==> src/rtl/mem_wb_stage.sv <==
`timescale 1ns/1ps
// mem_wb_stage
// ------------------------------------------------------------------------
// MEM/WB pipeline register with a small RUN/HALTED controller.
//
// When the stage is running and MEM presents a valid, unstalled, unflushed
// instruction, that instruction is captured into the WB registers.
// Otherwise a bubble is inserted: the control flags drop to 0 and the data
// registers keep their previous values. A captured HLT moves the stage to
// HALTED, which it leaves only on reset.
//
// Ports
//   clk, rst_n            clock, asynchronous active-low reset
//   stall, flush          MEM not advancing / discard the MEM entry
//   *_MEM                 instruction, control and data presented by MEM
//   *_WB                  registered write-back outputs
//   RegWrt_Data_WB        write-back mux output (load data or ALU result)
//   hlt                   processor halted
//   retire_cnt            saturating count of retired instructions
//
// Configuration
//   WB_RETIRE_CNT_EN      when defined, retire_cnt is a saturating counter;
//                         when undefined, retire_cnt is tied to 0.
// ------------------------------------------------------------------------
module mem_wb_stage (
    input  logic        clk,
    input  logic        rst_n,
    input  logic        stall,
    input  logic        flush,
    input  logic        Valid_MEM,
    input  logic [15:0] Instr_MEM,
    input  logic        RegWrt_MEM,
    input  logic [3:0]  Rd_MEM,
    input  logic        MemToReg_MEM,
    input  logic [15:0] ALURes_MEM,
    input  logic        MemRead_MEM,
    input  logic        MemWrt_MEM,
    input  logic [15:0] MemWrt_Data_MEM,
    input  logic [15:0] MemRead_Data_MEM,
    input  logic        Halt_MEM,
    output logic        Valid_WB,
    output logic [15:0] Instr_WB,
    output logic        RegWrt_WB,
    output logic [3:0]  Rd_WB,
    output logic [15:0] RegWrt_Data_WB,
    output logic        MemRead_WB,
    output logic        MemWrt_WB,
    output logic [15:0] MemAddr_WB,
    output logic [15:0] MemWrt_Data_WB,
    output logic [15:0] MemRead_Data_WB,
    output logic        hlt,
    output logic [15:0] retire_cnt
);

    typedef enum logic {
        RUN    = 1'b0,
        HALTED = 1'b1
    } stateT;

    stateT state;
    stateT nextState;
    logic  capture;
    logic  memToRegWb;

    // State register
    always_ff @(posedge clk or negedge rst_n) begin
        if (!rst_n) begin
            state <= RUN;
        end else begin
            state <= nextState;
        end
    end

    // Next-state logic: only a captured HLT leaves RUN; HALTED is absorbing
    always_comb begin
        nextState = state;
        case (state)
            RUN:     if (capture && Halt_MEM) nextState = HALTED;
            HALTED:  nextState = HALTED;
            default: nextState = RUN;
        endcase
    end

    // Output logic: capture is only possible in RUN, hlt is asserted in HALTED.
    // Because the state flips on the same edge that loads the HLT into WB,
    // hlt rises in the cycle the HLT sits in WB.
    always_comb begin
        capture = 1'b0;
        hlt     = 1'b0;
        case (state)
            RUN:     capture = !stall && !flush && Valid_MEM;
            HALTED:  hlt = 1'b1;
            default: ;
        endcase
    end

    // Control flags: loaded on capture, forced to 0 on every bubble.
    // R0 writes are dropped here, and a simultaneous load+store is treated
    // as illegal so neither memory flag propagates.
    always_ff @(posedge clk or negedge rst_n) begin
        if (!rst_n) begin
            Valid_WB   <= 1'b0;
            RegWrt_WB  <= 1'b0;
            MemRead_WB <= 1'b0;
            MemWrt_WB  <= 1'b0;
        end else if (capture) begin
            Valid_WB   <= 1'b1;
            RegWrt_WB  <= RegWrt_MEM && (Rd_MEM != 4'd0);
            MemRead_WB <= MemRead_MEM && !MemWrt_MEM;
            MemWrt_WB  <= MemWrt_MEM && !MemRead_MEM;
        end else begin
            Valid_WB   <= 1'b0;
            RegWrt_WB  <= 1'b0;
            MemRead_WB <= 1'b0;
            MemWrt_WB  <= 1'b0;
        end
    end

    // Data registers: loaded on capture, held across bubbles
    always_ff @(posedge clk or negedge rst_n) begin
        if (!rst_n) begin
            Instr_WB        <= 16'h0000;
            Rd_WB           <= 4'd0;
            memToRegWb      <= 1'b0;
            MemAddr_WB      <= 16'h0000;
            MemWrt_Data_WB  <= 16'h0000;
            MemRead_Data_WB <= 16'h0000;
        end else if (capture) begin
            Instr_WB        <= Instr_MEM;
            Rd_WB           <= Rd_MEM;
            memToRegWb      <= MemToReg_MEM;
            MemAddr_WB      <= ALURes_MEM;
            MemWrt_Data_WB  <= MemWrt_Data_MEM;
            MemRead_Data_WB <= MemRead_Data_MEM;
        end
    end

    // Write-back mux, fed only from registered state
    assign RegWrt_Data_WB = memToRegWb ? MemRead_Data_WB : MemAddr_WB;

`ifdef WB_RETIRE_CNT_EN
    logic [15:0] retireCnt;

    // Retired-instruction counter; sticks at all-ones instead of wrapping
    always_ff @(posedge clk or negedge rst_n) begin
        if (!rst_n) begin
            retireCnt <= 16'h0000;
        end else if (capture && (retireCnt != 16'hFFFF)) begin
            retireCnt <= retireCnt + 16'd1;
        end
    end

    assign retire_cnt = retireCnt;
`else
    assign retire_cnt = 16'h0000;
`endif

endmodule

==> config.mk <==
export PLATFORM = sky130hd
export DESIGN_NAME = mem_wb_stage
export DESIGN_NICKNAME = d
export VERILOG_FILES = /design/src/rtl/mem_wb_stage.sv
export SDC_FILE = /design/constraint.sdc
export NUM_CORES = 1
export LEC_CHECK = 0
export ABC_AREA = 0
export ABC_CLOCK_PERIOD_IN_PS = 1800
export CORE_MARGIN = 2
export CORE_UTILIZATION = 38
export CTS_CLUSTER_DIAMETER = 30
export DETAILED_ROUTE_END_ITERATION = 10
export PLACE_DENSITY = 0.86
export SYNTH_ARGS = -nofsm -noshare
export SYNTH_HDL_FRONTEND = slang
export SYNTH_SLANG_ARGS = --single-unit
==> constraint.sdc <==
create_clock -name clk -period 1.8 [get_ports clk]
set_input_delay 0.36 -clock clk [delete_from_list [all_inputs] [get_ports clk]]
set_output_delay 0.36 -clock clk [all_outputs]
set_load 0.02 [all_outputs]
Yosys cells after proc, flatten, opt, wreduce, memory -nomap -nowiden
Index checks and enable logic that the tools add are counted.
{ "op_classes": {"n_mux": 9, "n_reduce_logical": 11, "bitwise_logic": 1} }
{ "ops": {"columns": ["operator", "n"], "rows": [
  ["two-way mux 16 bit", 1],
  ["two-way mux 1 bit", 7],
  ["logical AND 1 bit", 6],
  ["logical NOT 1 bit", 4],
  ["nonzero test 4 bit", 1],
  ["one-hot mux 1 bit (2 select lines)", 1],
  ["inverter 1 bit", 1]
]} }
{ "word_totals": {"register_bits": 74, "input_bits": 78, "out_inout_bits": 105, "wordCells": 32} }

Logic depth before layout (Yosys ltp)
Gate-level depths: netlist of the first run.
{ "logic_depth": {"depth_word": 7, "depth_mapped": 4, "depth_no_buf": 2} }

Worst setup path before layout of the first run
OpenSTA, ideal clock, no wires.
{ "synth_timing": {"path_kind": "flip-flop to flip-flop", "start": "register state", "end": "register Instr_WB[10]", "path_buffers": 2, "slack_ns": 0.287, "synth_period_minus_slack_ns": 1.513, "t_required_ns": 1.673, "stages_incl_launch_ff": 5, "setup_time_ns": 0.127, "t_arrival_ns": 1.386, "cell_sequence": "dfrtp_1 > nor4b_2 > buf_4 > buf_6 > mux2_1"} }
{ "synth_between": {"elab_chain_len": 1} }
{ "synth_lines": {"columns": ["element", "line", "rtl"], "rows": [
  ["from (decl)", "60", "stateT state;"],
  ["from (signal assigned)", "70", "state <= nextState;"],
  ["two-way mux 1 bit", "90", "case (state)"],
  ["to (signal assigned)", "129", "Instr_WB <= Instr_MEM;"],
  ["to (decl)", "42", "output logic [15:0] Instr_WB,"]
]} }
No other way between the ends.
A chain may end at the register's enable or synchronous reset.

Final worst setup path of the first run
{ "layout_timing": {"start": "register memToRegWb", "end": "output port RegWrt_Data_WB[10]"} }
{ "layout_between": {"elab_chain_len": 1} }
{ "layout_lines": {"columns": ["element", "line", "rtl"], "rows": [
  ["from (decl)", "63", "logic memToRegWb;"],
  ["from (signal assigned)", "131", "memToRegWb <= MemToReg_MEM;"],
  ["two-way mux 16 bit", "139", "assign RegWrt_Data_WB = memToRegWb ? MemRead_Data_WB : MemAddr_WB;"],
  ["to (decl)", "45", "output logic [15:0] RegWrt_Data_WB,"]
]} }
No other way between the ends.

==> summary.txt, run 1 <==
clk_skew = 0.00918 ns
Max Cap Viol = 0
DP Wirelength = 5760 um
DRT iter0 DRCs = 29
Seq/Total Area, Yosys = 60.2%
Ant. Diodes = 0
status = finished, violations left
sequential cell area = 1850 um^2
pwr dens = 1820 nW/um^2
sw frac = 36.2%
Detail Route Antenna Nets = 0
final setup violation count = 13
VDD IR max = 1.19 mV
drc violations = 0
die area = 8830 um^2
Synth Area per Inst = 16.0 um^2
RSZ-0062 raised after global routing = true
Max Slew Vio Count = 0
layout cells sized above 1 = 21.1%
internal power = 0.00597 W
CTS tree = yes
area of the multi-input gates = 1080 um^2
Hold WS = 0.488 ns
post-synth cell types = 12
Port Buffers = 166
fmax = 0.545 GHz
pre-CTS WS = -0.163 ns
Via density = 4.63
first drt pass iteration count = 3
Max clock buf depth = 2
failing checks = negative setup slack
Crit. End Element = primary output
Worst setup SP type = register
core region area = 7770 um^2
crit path DAT = 1.47 ns
min Tclk post-route = 1.83 ns
Synth Register Bits = 74
grt total ovfl = 0
leak pwr = 2.20 nW
Combinational Power Share = 53.1%
clock share of power = 15.5%
final instance area = 5130 um^2
antenna violations before repair = 0
Fin. Hold Viols = 0
Die Width = 94.0 um
DP Area = 4890 um^2
Root Driver = clkbuf_8
part of the power in registers = 31.5%
Total GRT Usage = 17.4%
row count = 32
Starting Density = 39.6%
first-pass GRT wire length = 11700 um
Clock transition at path regs = 0.08 ns
CTS H-tree lvls = 3
final worst slack = -0.0343 ns
I/O pin count = 183
hold crit path type = register to register
clk_lat worst skew = 0.33 ns
vias = 2230
Final nets = 453
Die Ht = 94.0 um
Post-Syn Area = 3080 um^2
final wirelength = 7570 um
number of global-route vias before repair = 2371
Synth-to-Final Area Change = 66.9%
largest net degree at the start of global routing = 46
switching pwr = 0.00339 W
CP Class = register to primary output
CP Data Required Time = 1.44 ns
crit path max fanout = 6
period utilization = 102%
Clock Sinks = 74
gpl congestion = 0.709
Yosys Warn Count = 0
Syn Inst Count = 192
fill cell count = 595
WL per Instance = 15.7 um
Num CTS Buffers = 9
final core utilization = 66.1%
[what timing repair did]
action | CTS | global route
endpoints found under the hold margin | 29 | 0
buffers inserted | 1 | 0
gates cloned | 1 | 0
endpoints found under the setup margin | 16 | 13
gates resized for setup | 79 | 2
hold buffers | 1 | 0
[final cells by class]
type / count / share of cell area (%)
multi-input cells: 107 / 21.0
repair buffers: 183 / 35.9
clock inverters: 4 / 1.44
clock buffers: 12 / 3.02
well taps: 102 / 2.49
flip-flops and latches: 74 / 36.1
[worst max-delay path, stage by stage, from the launching register on]
cell and delay [ns]:
dfrtp_2 0.39, bufbuf_16 0.27, mux2_2 0.33, buf_4 0.16
[through the flow]
stage	setup TNS [ns]	cells	total power, W
floorplan	0	207	0.00528
global placement	-7.59	463	0.00784
detailed placement	-8.83	463	0.00796
CTS	-0.773	482	0.00948
global route	-0.862	482	0.00985
finish	-0.248	482	0.00936
[cell families after synthesis]
kind of cell           synth area share, %
AOI/OAI and AO/OA                    0.244
and+or+nand+nor                       1.50
other                                0.122
DFF                                   60.2
buffers and inverters                 6.83
muxes                                 31.1
[cells in the final DEF (no fill, tap or decap), types with 2 or more instances in the layout]
master / count
and3b_1: 2
buf_12: 5
buf_2: 7
buf_4: 13
buf_6: 7
bufinv_16: 2
clkbuf_8: 11
clkdlybuf4s50_1: 149
conb_1: 16
dfrtp_1: 73
mux2_1: 55
mux2_2: 30
[power by group through the flow]
stage	clock network [W]	registers [W]	logic, W
finish	0.00145	0.00295	0.00497
global route	0.00156	0.00305	0.00524
CTS	0.00150	0.00296	0.00502
detailed placement	0	0.00298	0.00498
global placement	0	0.00292	0.00491
floorplan	0	0.00387	0.00141
[per-layer routing]
layer,track usage (%),part of all wire (%),vias up
li1,-,-,1011
met1,20.3,39,1105
met2,30.6,51,106
met3,4.65,8.1,8
met4,6.28,1.1,0
met5,0,0,-
[synth_stat cells]
cell type / instances / area (um^2)
mux2_2: 30 / 338
and3b_1: 2 / 17.5
a21o_1: 1 / 7.51
buf_4: 17 / 128
dfrtp_1: 74 / 1850
mux2_1: 55 / 619
buf_6: 6 / 67.6
conb_1: 1 / 3.75
or4_1: 1 / 7.51
and3_1: 1 / 6.26
nor4b_2: 1 / 15.0
buf_2: 3 / 15.0
[state kept, by name, summed over array words and instances, names as in the netlist]
signal and cells:
Instr_WB 16, MemAddr_WB 16, MemRead_Data_WB 16, MemRead_WB 1, MemWrt_Data_WB 16, MemWrt_WB 1, Rd_WB 4, RegWrt_WB 1
Valid_WB 1, memToRegWb 1, state 1
[final timing paths]
check,from,endpoint,slack (ns),cells after the start
max,memToRegWb$_DFFE_PN0P_,RegWrt_Data_WB[10],-0.03,3
min,Instr_WB[13]$_DFFE_PN0P_,Instr_WB[13]$_DFFE_PN0P_,0.49,1
max reg2reg,state$_DFF_PN0_,MemRead_Data_WB[7]$_DFFE_PN0P_,0.29,4
min reg2reg,Instr_WB[13]$_DFFE_PN0P_,Instr_WB[13]$_DFFE_PN0P_,0.49,1
max in group asynchronous,rst_n,memToRegWb$_DFFE_PN0P_,0.71,3
min in group asynchronous,rst_n,Instr_WB[7]$_DFFE_PN0P_,0.51,2
(Power assumes the default switching activity.)
==> run 2: changes to the inputs <==
--- a/config.mk
+++ b/config.mk
@@ -9,6 +9,7 @@
 export ABC_CLOCK_PERIOD_IN_PS = 1800
 export CORE_MARGIN = 2
 export CORE_UTILIZATION = 38
+export CTS_BUF_LIST = sky130_fd_sc_hd__clkbuf_4 sky130_fd_sc_hd__clkbuf_8 sky130_fd_sc_hd__clkbuf_16
 export CTS_CLUSTER_DIAMETER = 30
 export DETAILED_ROUTE_END_ITERATION = 10
 export PLACE_DENSITY = 0.86
==> summary.txt, run 2 (same netlist as run 1, synthesis figures left out) <==
status = finished, violations left
failing checks = negative setup slack
most frequent cells in the layout = 149 x clkdlybuf4s50_1, 73 x dfrtp_1, 55 x mux2_1
Detail Route Antenna Nets = 0 (unchanged)
leak pwr = 2.21 nW (+0.16%)
Total GRT Usage = 17.4% (unchanged)
CP Data Required Time = 1.44 ns (about the same)
Num CTS Buffers = 9 (unchanged)
VDD IR max = 1.19 mV (unchanged)
grt total ovfl = 0 (unchanged)
reg2reg setup slack = 0.29 ns (about the same)
antenna violations before repair = 0 (unchanged)
Fin. Hold Viols = 0 (unchanged)
final core utilization = 66.2% (about the same)
Die Ht = 94.0 um (unchanged)
Worst setup SP type = register
pwr dens = 1820 nW/um^2 (about the same)
period utilization = 102% (about the same)
Root Driver = clkbuf_8
fill cell count = 595 (unchanged)
Die Width = 94.0 um (unchanged)
final worst slack = -0.0343 ns (+0.000000200 ns)
hold path start = Instr_WB[13]$_DFFE_PN0P_
core region area = 7770 um^2 (unchanged)
Final nets = 453 (unchanged)
Synth-to-Final Area Change = 67.0% (about the same)
Via density = 4.62 (about the same)
hold crit path type = register to register
r2r startpoint = state$_DFF_PN0_
crit path DAT = 1.47 ns (about the same)
pre-CTS WS = -0.163 ns (unchanged)
die area = 8830 um^2 (unchanged)
I/O pin count = 183 (unchanged)
DP Wirelength = 5760 um (unchanged)
Clock transition at path regs = 0.08 ns (about the same)
setup_tns = -0.248 ns (+0.0000540 ns)
largest net degree at the start of global routing = 46 (unchanged)
CTS H-tree lvls = 3 (unchanged)
Clock Sinks = 74 (unchanged)
first drt pass iteration count = 3 (unchanged)
CP max stage delay = 0.39 ns (about the same)
fin cells = 482 (unchanged)
Max Slew Vio Count = 0 (unchanged)
layout cells sized above 1 = 21.3% (+0.26 points)
CP startpoint = memToRegWb$_DFFE_PN0P_
clk_skew = 0.00919 ns (+0.00000502 ns)
final setup violation count = 13 (unchanged)
Power Total = 0.00938 W (+0.15%)
Crit. End Element = primary output
Max Cap Viol = 0 (unchanged)
sequential cell area = 1850 um^2 (unchanged)
RSZ-0062 raised after global routing = true
WL per Instance = 15.7 um (unchanged)
DRT iter0 DRCs = 29 (unchanged)
Cells after DPL = 463 (unchanged)
vias = 2228 (-0.090%)
clk_lat worst skew = 0.33 ns (about the same)
Max clock buf depth = 2 (unchanged)
final wirelength = 7570 um (unchanged)
Starting Density = 39.6% (unchanged)
drc violations = 0 (unchanged)
CP max-delay cell = dfrtp_2
gpl congestion = 0.709 (unchanged)
min Tclk post-route = 1.83 ns (-0.000000200 ns)
CP Class = register to primary output
Ant. Diodes = 0 (unchanged)
area of the multi-input gates = 1080 um^2 (unchanged)
row count = 32 (unchanged)
crit path max fanout = 6 (unchanged)
Port Buffers = 166 (unchanged)
fmax = 0.545 GHz (about the same)
first-pass GRT wire length = 11700 um (unchanged)
Critical Path, Cell by Cell = bufbuf_16 -> mux2_2 -> buf_4
commonest non-fill, non-tap cell in the layout = clkdlybuf4s50_1
CTS tree = yes
number of global-route vias before repair = 2371 (unchanged)
run 2: changes by cell type in the layout (fill, tap and decap cells not counted):
cell,previous run,this run
clkbuf_4,0,1
clkbuf_1,1,0
run 2: path summary, 6_finish.rpt:
check	depth (start not counted)	to
max	3	RegWrt_Data_WB[10]
min	1	Instr_WB[13]$_DFFE_PN0P_
max reg2reg	4	MemRead_Data_WB[7]$_DFFE_PN0P_
min reg2reg	1	Instr_WB[13]$_DFFE_PN0P_
max in group asynchronous	3	memToRegWb$_DFFE_PN0P_
min in group asynchronous	2	Instr_WB[7]$_DFFE_PN0P_
run 2: final cells by class:
| type | count | share of cell area [%] |
|---|---|---|
| Timing Repair Buffer | 183 | 35.9 |
| Clock inverter | 4 | 1.44 |
| Tap cell | 102 | 2.48 |
| Clock buffer | 12 | 3.09 |
| Multi-Input combinational cell | 107 | 21.0 |
| Sequential cell | 74 | 36.1 |
run 2: what timing repair did:
action	in CTS	in global routing
hold buffers	1	0
setup buffers	1	0
gates resized for setup	79	2
gates cloned	1	0
pin swaps	0	0
hold endpoints to repair	29	0
setup endpoints to repair	16	13
run 2: where the power goes:
part           total [W]  internal [W]  switching [W]  leakage [nW]
registers        0.00295       0.00246       0.000489         0.879
logic            0.00497       0.00266        0.00231          1.21
clock network    0.00146      0.000873       0.000588         0.120
run 2: through the flow:
stage	area [um^2]	hold slack, ns
2_1_floorplan	3130	0.0644
4_1_cts	5130	0.493
5_1_grt	5140	0.504
3_3_place_gp	4890	0.316
6_report	5140	0.488
3_5_place_dp	4890	0.319
run 2: critical path, delay by kind of cell (launching register included):
kind	cells	cell delay, ns
buffers and inverters	2	0.43
muxes	1	0.33
DFF	1	0.39
run 2: layer usage:
layer	track usage (%)	wire length, um
met4	6.28	86
met2	30.6	3890
met3	4.65	612
met5	0	0
met1	20.3	2970
==> run 3: changes to the inputs <==
--- a/config.mk
+++ b/config.mk
@@ -8,11 +8,12 @@
 export ABC_AREA = 0
 export ABC_CLOCK_PERIOD_IN_PS = 1800
 export CORE_MARGIN = 2
-export CORE_UTILIZATION = 38
+export CORE_UTILIZATION = 50
 export CTS_BUF_LIST = sky130_fd_sc_hd__clkbuf_4 sky130_fd_sc_hd__clkbuf_8 sky130_fd_sc_hd__clkbuf_16
 export CTS_CLUSTER_DIAMETER = 30
 export DETAILED_ROUTE_END_ITERATION = 10
-export PLACE_DENSITY = 0.86
+export DONT_BUFFER_PORTS = 1
+export PLACE_DENSITY = 0.7
 export SYNTH_ARGS = -nofsm -noshare
 export SYNTH_HDL_FRONTEND = slang
 export SYNTH_SLANG_ARGS = --single-unit
==> summary.txt, run 3 (same netlist as run 1, synthesis figures left out) <==
status = finished, violations left
failing checks = negative hold slack
CP Class = register to primary output
Fin. Hold Viols = 74 (+74)
commonest non-fill, non-tap cell in the layout = dfrtp_1
reg2reg setup slack = 0.25 ns (-0.04 ns)
grt total ovfl = 0 (unchanged)
VDD IR max = 1.19 mV (-0.17%)
period utilization = 95.0% (-6.9 points)
Synth-to-Final Area Change = 7.60%
Hold WS = -0.290 ns (-0.779 ns)
Die Ht = 82.4 um (-12%)
WL per Instance = 22.0 um (+40%)
first drt pass iteration count = 3 (unchanged)
Num CTS Buffers = 9 (unchanged)
first-pass GRT wire length = 8580 um (-27%)
Detail Route Antenna Nets = 0 (unchanged)
fmax = 0.585 GHz (+7.3%)
Crit. End Element = primary output
Max Cap Viol = 0 (unchanged)
crit path buf inv count = 1 (-1)
pwr dens = 2150 nW/um^2 (+18%)
CP max-delay cell = mux2_2
CP Data Required Time = 1.44 ns (about the same)
family with the most delay on the worst path = multiplexers
sequential cell area = 1850 um^2 (about the same)
Ant. Diodes = 0 (unchanged)
clk_skew = 0.00968 ns (+0.000494 ns)
final instance area = 3310 um^2 (-36%)
Max Slew Vio Count = 0 (unchanged)
Starting Density = 52.0% (+12 points)
core region area = 5920 um^2 (-24%)
# Post-CTS Setup Buffers = 0 (-1)
final setup violation count = 0 (-13)
die area = 6800 um^2 (-23%)
layout cells sized above 1 = 25.0% (+3.7 points)
DRT iter0 DRCs = 42 (+45%)
min Tclk post-route = 1.71 ns (-0.125 ns)
I/O pin count = 183 (unchanged)
FF-to-FF End = MemRead_Data_WB[13]$_DFFE_PN0P_
fill cell count = 493 (-17%)
gpl congestion = 0.746 (+5.2%)
leak pwr = 1.45 nW (-34%)
Root Driver = clkbuf_8
crit path max fanout = 15 (+9)
r2r startpoint = state$_DFF_PN0_
Worst Reg-to-Reg Cells = 3 (-1)
vias = 1538 (-31%)
crit path DAT = 1.35 ns (-0.12 ns)
number of global-route vias before repair = 1695 (-29%)
drc violations = 0 (unchanged)
largest net degree at the start of global routing = 75 (+63%)
CTS H-tree lvls = 3 (unchanged)
Final nets = 274 (-40%)
Critical Path, Cell by Cell = buf_6 -> mux2_2
Worst setup SP type = register
Total GRT Usage = 17.8% (+0.43 points)
Die Width = 82.4 um (-12%)
Clock transition at path regs = 0.07 ns (about the same)
final wirelength = 6050 um (-20%)
Max clock buf depth = 2 (unchanged)
DP Wirelength = 4480 um (-22%)
clk_lat worst skew = 0.34 ns (about the same)
Port Buffers = 0 (-100%)
setup_tns = 0 ns (+0.248 ns)
most frequent cells in the layout = 74 x dfrtp_1, 55 x mux2_1, 30 x mux2_2
Power Total = 0.00710 W (-24%)
Clock Sinks = 74 (unchanged)
RSZ-0062 raised after global routing = false
row count = 28 (-13%)
antenna violations before repair = 0 (unchanged)
area of the multi-input gates = 1080 um^2 (unchanged)
hold crit path type = input port to async pin
CTS tree = yes
DP Area = 3080 um^2 (-37%)
CP max stage delay = 0.42 ns (+0.03 ns)
Via density = 5.59 (+21%)
-- run 3: cell count changes in the layout (fill, tap and decap cells not counted) --
cell and delta:
buf_2 -7, clkinv_2 -1, dfrtp_1 +1, clkbuf_4 +1, buf_4 -12, clkdlybuf4s50_1 -149
clkinv_4 -1, dfrtp_2 -1, buf_12 -3, bufbuf_16 -1, buf_6 -6, dlygate4sd3_1 -1
-- run 3: where the power goes --
group	leakage, nW	total [W]	internal [W]	switching [W]
combinational	0.452	0.00158	0.000742	0.000833
sequential	0.880	0.00409	0.00245	0.00164
clock	0.117	0.00144	0.000881	0.000559
-- run 3: repair_timing --
action,in CTS,in global routing
gates resized for setup,0,1
endpoints found under the setup margin,0,15
hold endpoints to repair,74,74
-- run 3: how the worst max path moves through the flow --
| stage | from | endpoint | slack [ns] | cells after the start |
|---|---|---|---|---|
| final | memToRegWb$_DFFE_PN0P_ | RegWrt_Data_WB[8] | 0.09 | 2 |
| after detailed placement | flush | MemWrt_Data_WB[8]$_DFFE_PN0P_ | 0.25 | 3 |
| after CTS | memToRegWb$_DFFE_PN0P_ | RegWrt_Data_WB[8] | 0.008 | 2 |
| after global placement | flush | Instr_WB[0]$_DFFE_PN0P_ | 0.29 | 3 |
| after global routing | memToRegWb$_DFFE_PN0P_ | RegWrt_Data_WB[1] | 0.007 | 2 |
| after floorplan | state$_DFF_PN0_ | Instr_WB[10]$_DFFE_PN0P_ | 0.29 | 4 |
-- run 3: layer usage --
layer / up-vias / routed length (um) / track usage, %
met2: 119 / 3150 / 29.5
li1: 640 / - / -
met4: 0 / 109 / 8.67
met3: 14 / 768 / 10.1
met5: - / 0 / 0
met1: 765 / 2030 / 17.9
-- run 3: through the flow --
stage	utilization, %	std cells	setup slack [ns]
after floorplan	-	207	0.287
final	55.9	275	0.0905
after detailed placement	52.0	260	0.249
after CTS	55.9	275	0.00808
after global routing	55.9	275	0.00667
after global placement	52.0	260	0.288
-- run 3: cell type report --
cell class / instances / area share [%]
Multi-Input combinational cell: 107 / 32.6
Tap cell: 75 / 2.83
Clock buffer: 13 / 5.03
Timing Repair Buffer: 4 / 1.78
Clock inverter: 2 / 1.81
Sequential cell: 74 / 55.9
